<file path="config.mk">
export PLATFORM = sky130hd
export DESIGN_NAME = cplx_shift_buffer
export DESIGN_NICKNAME = d
export VERILOG_FILES = /design/src/rtl/cplx_pkg.sv /design/src/rtl/cplx_mux_n.sv /design/src/rtl/cplx_shift_buffer.sv
export SDC_FILE = /design/constraint.sdc
export NUM_CORES = 1
export LEC_CHECK = 0
export CORE_MARGIN = 4
export CORE_UTILIZATION = 53
export DETAILED_ROUTE_END_ITERATION = 16
export PLACE_DENSITY = 0.8
export SYNTH_ARGS = -nofsm -noshare
export SYNTH_HDL_FRONTEND = slang
export SYNTH_HIERARCHICAL = 1
export SYNTH_SLANG_ARGS = --single-unit
</file>
<file path="constraint.sdc">
create_clock -name clk -period 7.1 [get_ports clk]
set_clock_uncertainty 0.15 [all_clocks]
set_input_delay 2.13 -clock clk [delete_from_list [all_inputs] [get_ports clk]]
set_output_delay 2.13 -clock clk [all_outputs]
set_load 0.02 [all_outputs]
</file>
<file path="src/rtl/cplx_pkg.sv">
// rtl/cplx_pkg.sv - shared state encoding and bit-reverse helper for the complex shift buffer
package cplx_pkg;

   typedef enum logic {
      ST_FILL  = 1'b0,
      ST_DRAIN = 1'b1
   } state_e;

   localparam int CPLX_DW_DEF    = 10;
   localparam int CPLX_DEPTH_DEF = 8;

   // Reverses the low aw bits of v; bits at and above aw come back as zero.
   function automatic logic [31:0] bitrev(input logic [31:0] v, input int aw);
      logic [31:0] r;
      r = '0;
      for (int i = 0; i < 32; i++) begin
         if (i < aw) r[5'(i)] = v[5'(aw - 1 - i)];
      end
      return r;
   endfunction

endpackage

</file>
<file path="src/rtl/cplx_mux_n.sv">
// rtl/cplx_mux_n.sv - DEPTH:1 complex read multiplexer over a flattened {re, im} entry vector
module cplx_mux_n #(
   parameter int DW    = 10,
   parameter int DEPTH = 8,
   parameter int AW    = $clog2(DEPTH)
) (
   input  logic [DEPTH*2*DW-1:0] i_data,
   input  logic [AW-1:0]         i_sel,
   output logic [DW-1:0]         o_re,
   output logic [DW-1:0]         o_im
);

   logic [2*DW-1:0] w_word;

   always_comb begin
      w_word = '0;
      for (int i = 0; i < DEPTH; i++) begin
         if (i_sel == AW'(i)) w_word = i_data[i*2*DW +: 2*DW];
      end
   end

   assign o_re = w_word[2*DW-1:DW];
   assign o_im = w_word[DW-1:0];

endmodule

</file>
<file path="src/rtl/cplx_shift_buffer.sv">
// rtl/cplx_shift_buffer.sv - DEPTH-sample complex frame buffer: shift-in fill, whole-frame drain, random tap read
// CSB_BITREV_EN selects bit-reversed drain order instead of arrival order.
module cplx_shift_buffer
   import cplx_pkg::*;
#(
   parameter int DW    = CPLX_DW_DEF,
   parameter int DEPTH = CPLX_DEPTH_DEF,
   parameter int AW    = $clog2(DEPTH)
) (
   input  logic          clk,
   input  logic          rst,
   input  logic          clr,
   input  logic          in_valid,
   input  logic [DW-1:0] in_re,
   input  logic [DW-1:0] in_im,
   output logic          in_ready,
   input  logic [AW-1:0] sel,
   output logic [DW-1:0] tap_re,
   output logic [DW-1:0] tap_im,
   output logic          out_valid,
   input  logic          out_ready,
   output logic [DW-1:0] out_re,
   output logic [DW-1:0] out_im,
   output logic          full,
   output logic [AW:0]   count
);

   typedef struct packed {
      logic [DW-1:0] re;
      logic [DW-1:0] im;
   } cplx_t;

   localparam logic [AW:0]   LP_LAST_CNT = (AW+1)'(DEPTH - 1);
   localparam logic [AW-1:0] LP_LAST_RD  = AW'(DEPTH - 1);

   cplx_t                 r_entry [DEPTH];
   state_e                r_state;
   logic                  r_in_ready;
   logic                  r_full;
   logic [AW:0]           r_count;
   logic [AW-1:0]         r_rd;
   logic [DEPTH*2*DW-1:0] w_flat;
   logic [AW-1:0]         w_drain_sel;

   for (genvar g = 0; g < DEPTH; g++) begin : g_flat
      assign w_flat[g*2*DW +: 2*DW] = r_entry[g];
   end

   // DEPTH is a power of two, so DEPTH-1-x is simply the bitwise complement of x.
`ifdef CSB_BITREV_EN
   assign w_drain_sel = ~AW'(bitrev(32'(r_rd), AW));
`else
   assign w_drain_sel = ~r_rd;
`endif

   always_ff @(posedge clk or posedge rst) begin
      if (rst) begin
         r_state    <= ST_FILL;
         r_in_ready <= 1'b1;
         r_full     <= 1'b0;
         r_count    <= '0;
         r_rd       <= '0;
         for (int i = 0; i < DEPTH; i++) r_entry[i] <= '0;
      end else if (clr) begin
         r_state    <= ST_FILL;
         r_in_ready <= 1'b1;
         r_full     <= 1'b0;
         r_count    <= '0;
         r_rd       <= '0;
      end else begin
         case (r_state)
            ST_FILL: begin
               if (in_valid) begin
                  r_entry[0] <= '{re: in_re, im: in_im};
                  for (int i = 1; i < DEPTH; i++) r_entry[i] <= r_entry[i-1];
                  r_count <= r_count + 1'b1;
                  if (r_count == LP_LAST_CNT) begin
                     r_state    <= ST_DRAIN;
                     r_in_ready <= 1'b0;
                     r_full     <= 1'b1;
                  end
               end
            end
            ST_DRAIN: begin
               if (out_ready) begin
                  if (r_rd == LP_LAST_RD) begin
                     r_state    <= ST_FILL;
                     r_in_ready <= 1'b1;
                     r_full     <= 1'b0;
                     r_count    <= '0;
                     r_rd       <= '0;
                  end else begin
                     r_rd    <= r_rd + 1'b1;
                     r_count <= r_count - 1'b1;
                  end
               end
            end
         endcase
      end
   end

   cplx_mux_n #(.DW(DW), .DEPTH(DEPTH), .AW(AW)) u_tap_mux (
      .i_data (w_flat),
      .i_sel  (sel),
      .o_re   (tap_re),
      .o_im   (tap_im)
   );

   cplx_mux_n #(.DW(DW), .DEPTH(DEPTH), .AW(AW)) u_drain_mux (
      .i_data (w_flat),
      .i_sel  (w_drain_sel),
      .o_re   (out_re),
      .o_im   (out_im)
   );

   assign in_ready  = r_in_ready;
   assign out_valid = r_full;
   assign full      = r_full;
   assign count     = r_count;

endmodule

</file>
==> results of run 1 <==
-- cell usage after synthesis, drive strengths merged --
cell	count	area, um2
o31a	34	298
and2	2	12.5
nand2	85	319
buf	61	464
a211oi	1	7.51
a221oi	35	432
nand4	1	6.26
o21bai	1	7.51
nand3	1	5.00
or2	34	213
nor3	1	5.00
inv	7	26.3
a2bb2oi	1	8.76
xnor2	2	17.5
a311oi	1	8.76
a21oi	77	385
o22ai	2	12.5
a22oi	34	255
nor2b	8	65.1
clkbuf	21	78.8
nand2b	1	6.26
mux2i	82	821
o211ai	12	90.1
nor4b	1	8.76
o21ai	20	100
nand3b	1	7.51
ha	4	50.1
dfrtp	169	4230
a41oi	2	17.5
nor2	23	86.3
nor3b	1	7.51
mux2	161	2190
dfstp	1	26.3
-- worst max-delay path by stage --
stage / endpoint / slack, ns / depth (start not counted)
5_1_grt: tap_re[9] / 0.53 / 8
6_report: tap_re[7] / 0.63 / 6
3_5_place_dp: tap_re[9] / 0.69 / 8
2_1_floorplan: count[0]$_DFFE_PP0P_ / 0.22 / 1
3_3_place_gp: tap_re[7] / 0.69 / 6
4_1_cts: tap_re[9] / 0.68 / 8
-- kinds of logic (layout without fill, tap and decap cells) --
kind of cell / Yosys count / in the layout / share of synthesized area
AO/OA/AOI/OAI: 220 / 220 / 0.158
XOR/XNOR: 2 / 2 / 0.00171
adder cells (fa/ha/maj): 4 / 4 / 0.00488
buffers and inverters: 89 / 139 / 0.0555
flip-flops: 170 / 170 / 0.415
multiplexers: 243 / 243 / 0.293
AND/OR/NAND/NOR: 159 / 159 / 0.0723
-- metrics by stage --
step	hold WS, ns	instance area (um2)
5_1_grt	0.416	11600
3_3_place_gp	0.364	11000
6_report	0.392	11600
4_1_cts	0.392	11600
2_1_floorplan	0.353	10300
3_5_place_dp	0.376	11000
-- layer usage --
layer	part of all wire	track usage	routed length, um	vias up
met4	0.015	0.0592	345	0
met3	0.056	0.0435	1300	31
met2	0.47	0.336	11000	249
met1	0.46	0.310	10700	3645
li1	-	-	-	3328
met5	0	0	0	-
-- power by group through the flow --
stage | registers, mW | logic, mW | clock network [mW]
floorplan | 1.63 | 1.04 | 0
global placement | 1.74 | 1.31 | 0
detailed placement | 1.75 | 1.35 | 0
CTS | 1.75 | 1.36 | 0.993
global route | 1.82 | 1.46 | 1.03
finish | 1.76 | 1.35 | 0.974
-- state kept, by name, summed over array words and instances, names as in the netlist --
signal	count
count	4
r_entry	160
r_state	1
full	1
in_ready	1
r_rd	3
-- worst max-delay path, delay by kind of cell --
family / cells / cell delay (ns)
compound gates: 1 / 0.27
simple gates: 1 / 0.20
buf+inv: 4 / 1.58
-- final cells by class --
class                   count  area share
multi-input cells         628       0.469
flip-flops and latches    170       0.366
repair buffers            100      0.0815
clock buffers              20      0.0393
well taps                 260      0.0280
clock inverters            12      0.0140
inverters                   7     0.00269
==> results.py, run 1 <==
metrics = {
    "synth": {
        "ys_types": 40,
        "syn-cell-area_um2": 10300,
        "syn_inst": 887,
        "avgSynthCellArea_um2": 11.6,
        "synth-seq-area-share": 0.415,
        "yosys_warnings": 6,
        "ys_ff_latch": 170,
        "synthesis.nets": 919,
    },
    "clocking": {
        "htree_levels": 4,
        "clock_latency_ns": 0.43,
        "cts_hold_buf": 0,
        "cts_tree": "yes",
        "clkSlewWorstSetupHoldPaths_ns": 0.06,
        "cts.sinks": 170,
        "cts_buffers": 17,
        "clock_path_buffers": 2,
        "cts_root_buf": "clkbuf_16",
        "cts_setup_buffers": 0,
        "cts_resized": 0,
    },
    "pwr": {
        "p_total_mw": 4.08,
        "combinationalPowerShare": 0.331,
        "pwr-share-clk": 0.238,
        "power_switching_mw": 1.33,
        "powerDensity_nw_per_um2": 351,
        "vdd.ir_drop.worst_mv": 0.197,
        "power.leakage_nw": 5.25,
        "intPower_mw": 2.75,
        "p_sw_frac": 0.327,
        "p_seq_frac": 0.431,
    },
    "timing": {
        "setup_viol": 0,
        "hold_viol": 0,
        "rsz0062_at_grt": "false",
        "max_freq_mhz": 155,
        "slew_headroom": 0.286,
        "setup_ws_ns": 0.631,
        "fin_setup_tns_ns": 0,
        "post-route-min-period_ns": 6.47,
        "fin_crit_sh": 0.911,
        "maxSlewViolCount": 0,
        "worst_slew_pin_slew_ns": 1.07,
    },
    "worst_setup_path": {
        "rr_worst_depth": 4,
        "crit_slowest_cell": "clkdlybuf4s50_1",
        "timing.rr.end": "r_entry[146]$_DFFE_PP0P_",
        "cp.arrival_ns": 4.19,
        "startpoint": "sel[2]",
        "worstPathMaxFanout": 26,
        "r2r_slack_ns": 4.39,
        "max_stage_delay_ns": 0.63,
        "worstPathRequired_ns": 4.82,
        "worstSetupStartpointType": "primary input",
        "crit_top_cell": "buf_4",
        "reg2reg_from": "r_state$_DFF_PP0_",
        "endpoint_kind": "primary output",
        "crit_type": "primary input to primary output",
        "crit_chain": "buf_2 -> buf_4 -> and2_1 -> buf_4 -> o31a_1 -> clkdlybuf4s50_1",
    },
    "cells_and_area": {
        "regArea_um2": 4260,
        "final_nets": 956,
        "utilization": 0.616,
        "final.fill_count": 1499,
        "drive_above_1_share": 0.303,
        "final_common_cell": "dfrtp_1",
        "antenna-diode-count": 0,
        "layout_common_cells": "dfrtp_1, mux2_4, nand2_1, mux2i_1, a21oi_1",
        "multi_input_area_um2": 5450,
        "fin_cells": 1197,
        "area.growth.synth_to_final_pct": 13.3,
    },
    "floorplanning": {
        "dieArea_um2": 21700,
        "core.rowCount": 50,
        "die_h_um": 147,
        "core-area_um2": 18900,
        "pin_count": 75,
        "die_x_um": 147,
        "start_util": 0.543,
    },
    "run": {
        "maxCapViolations": 0,
    },
    "global_route": {
        "track_usage": 0.216,
        "grt_max_degree": 81,
        "grt_pass1_vias": 7207,
        "grt_pass1_wl_um": 38400,
        "overflow": 0,
        "antenna_found_initial": 0,
    },
    "drt": {
        "drtIter0Drc": 669,
        "wirelength_um": 23400,
        "drc": 0,
        "wire_per_inst_um": 19.5,
        "antenna_left": 0,
        "via_count": 7253,
        "viasPerCell": 6.06,
        "drtPass1Iterations": 5,
    },
    "place": {
        "gp_congestion": 0.785,
        "hpwl_um": 14300,
        "dp_slack_ns": 0.692,
        "dp_cells": 1165,
        "port_buffers": 74,
    },
    "worst_hold_path": {
        "hold_start": "r_entry[4]$_DFFE_PP0P_",
        "hold_path_end": "r_entry[4]$_DFFE_PP0P_",
        "worstHoldPathType": "flip-flop to flip-flop",
        "hold_depth": 1,
    },
    "run_status": {
        "run_status": "finished, final reports clean",
    },
}
Power figures use the tool's default switching activity.
==> inputs of run 2 (changes only) <==
--- a/config.mk
+++ b/config.mk
@@ -9,7 +9,9 @@
 export CORE_UTILIZATION = 53
 export DETAILED_ROUTE_END_ITERATION = 16
 export PLACE_DENSITY = 0.8
+export SKIP_LAST_GASP = 1
 export SYNTH_ARGS = -nofsm -noshare
 export SYNTH_HDL_FRONTEND = slang
 export SYNTH_HIERARCHICAL = 1
 export SYNTH_SLANG_ARGS = --single-unit
+export TNS_END_PERCENT = 10
==> results of run 2 <==
The final DEF is identical to that of run 1; final timing and power are the same.
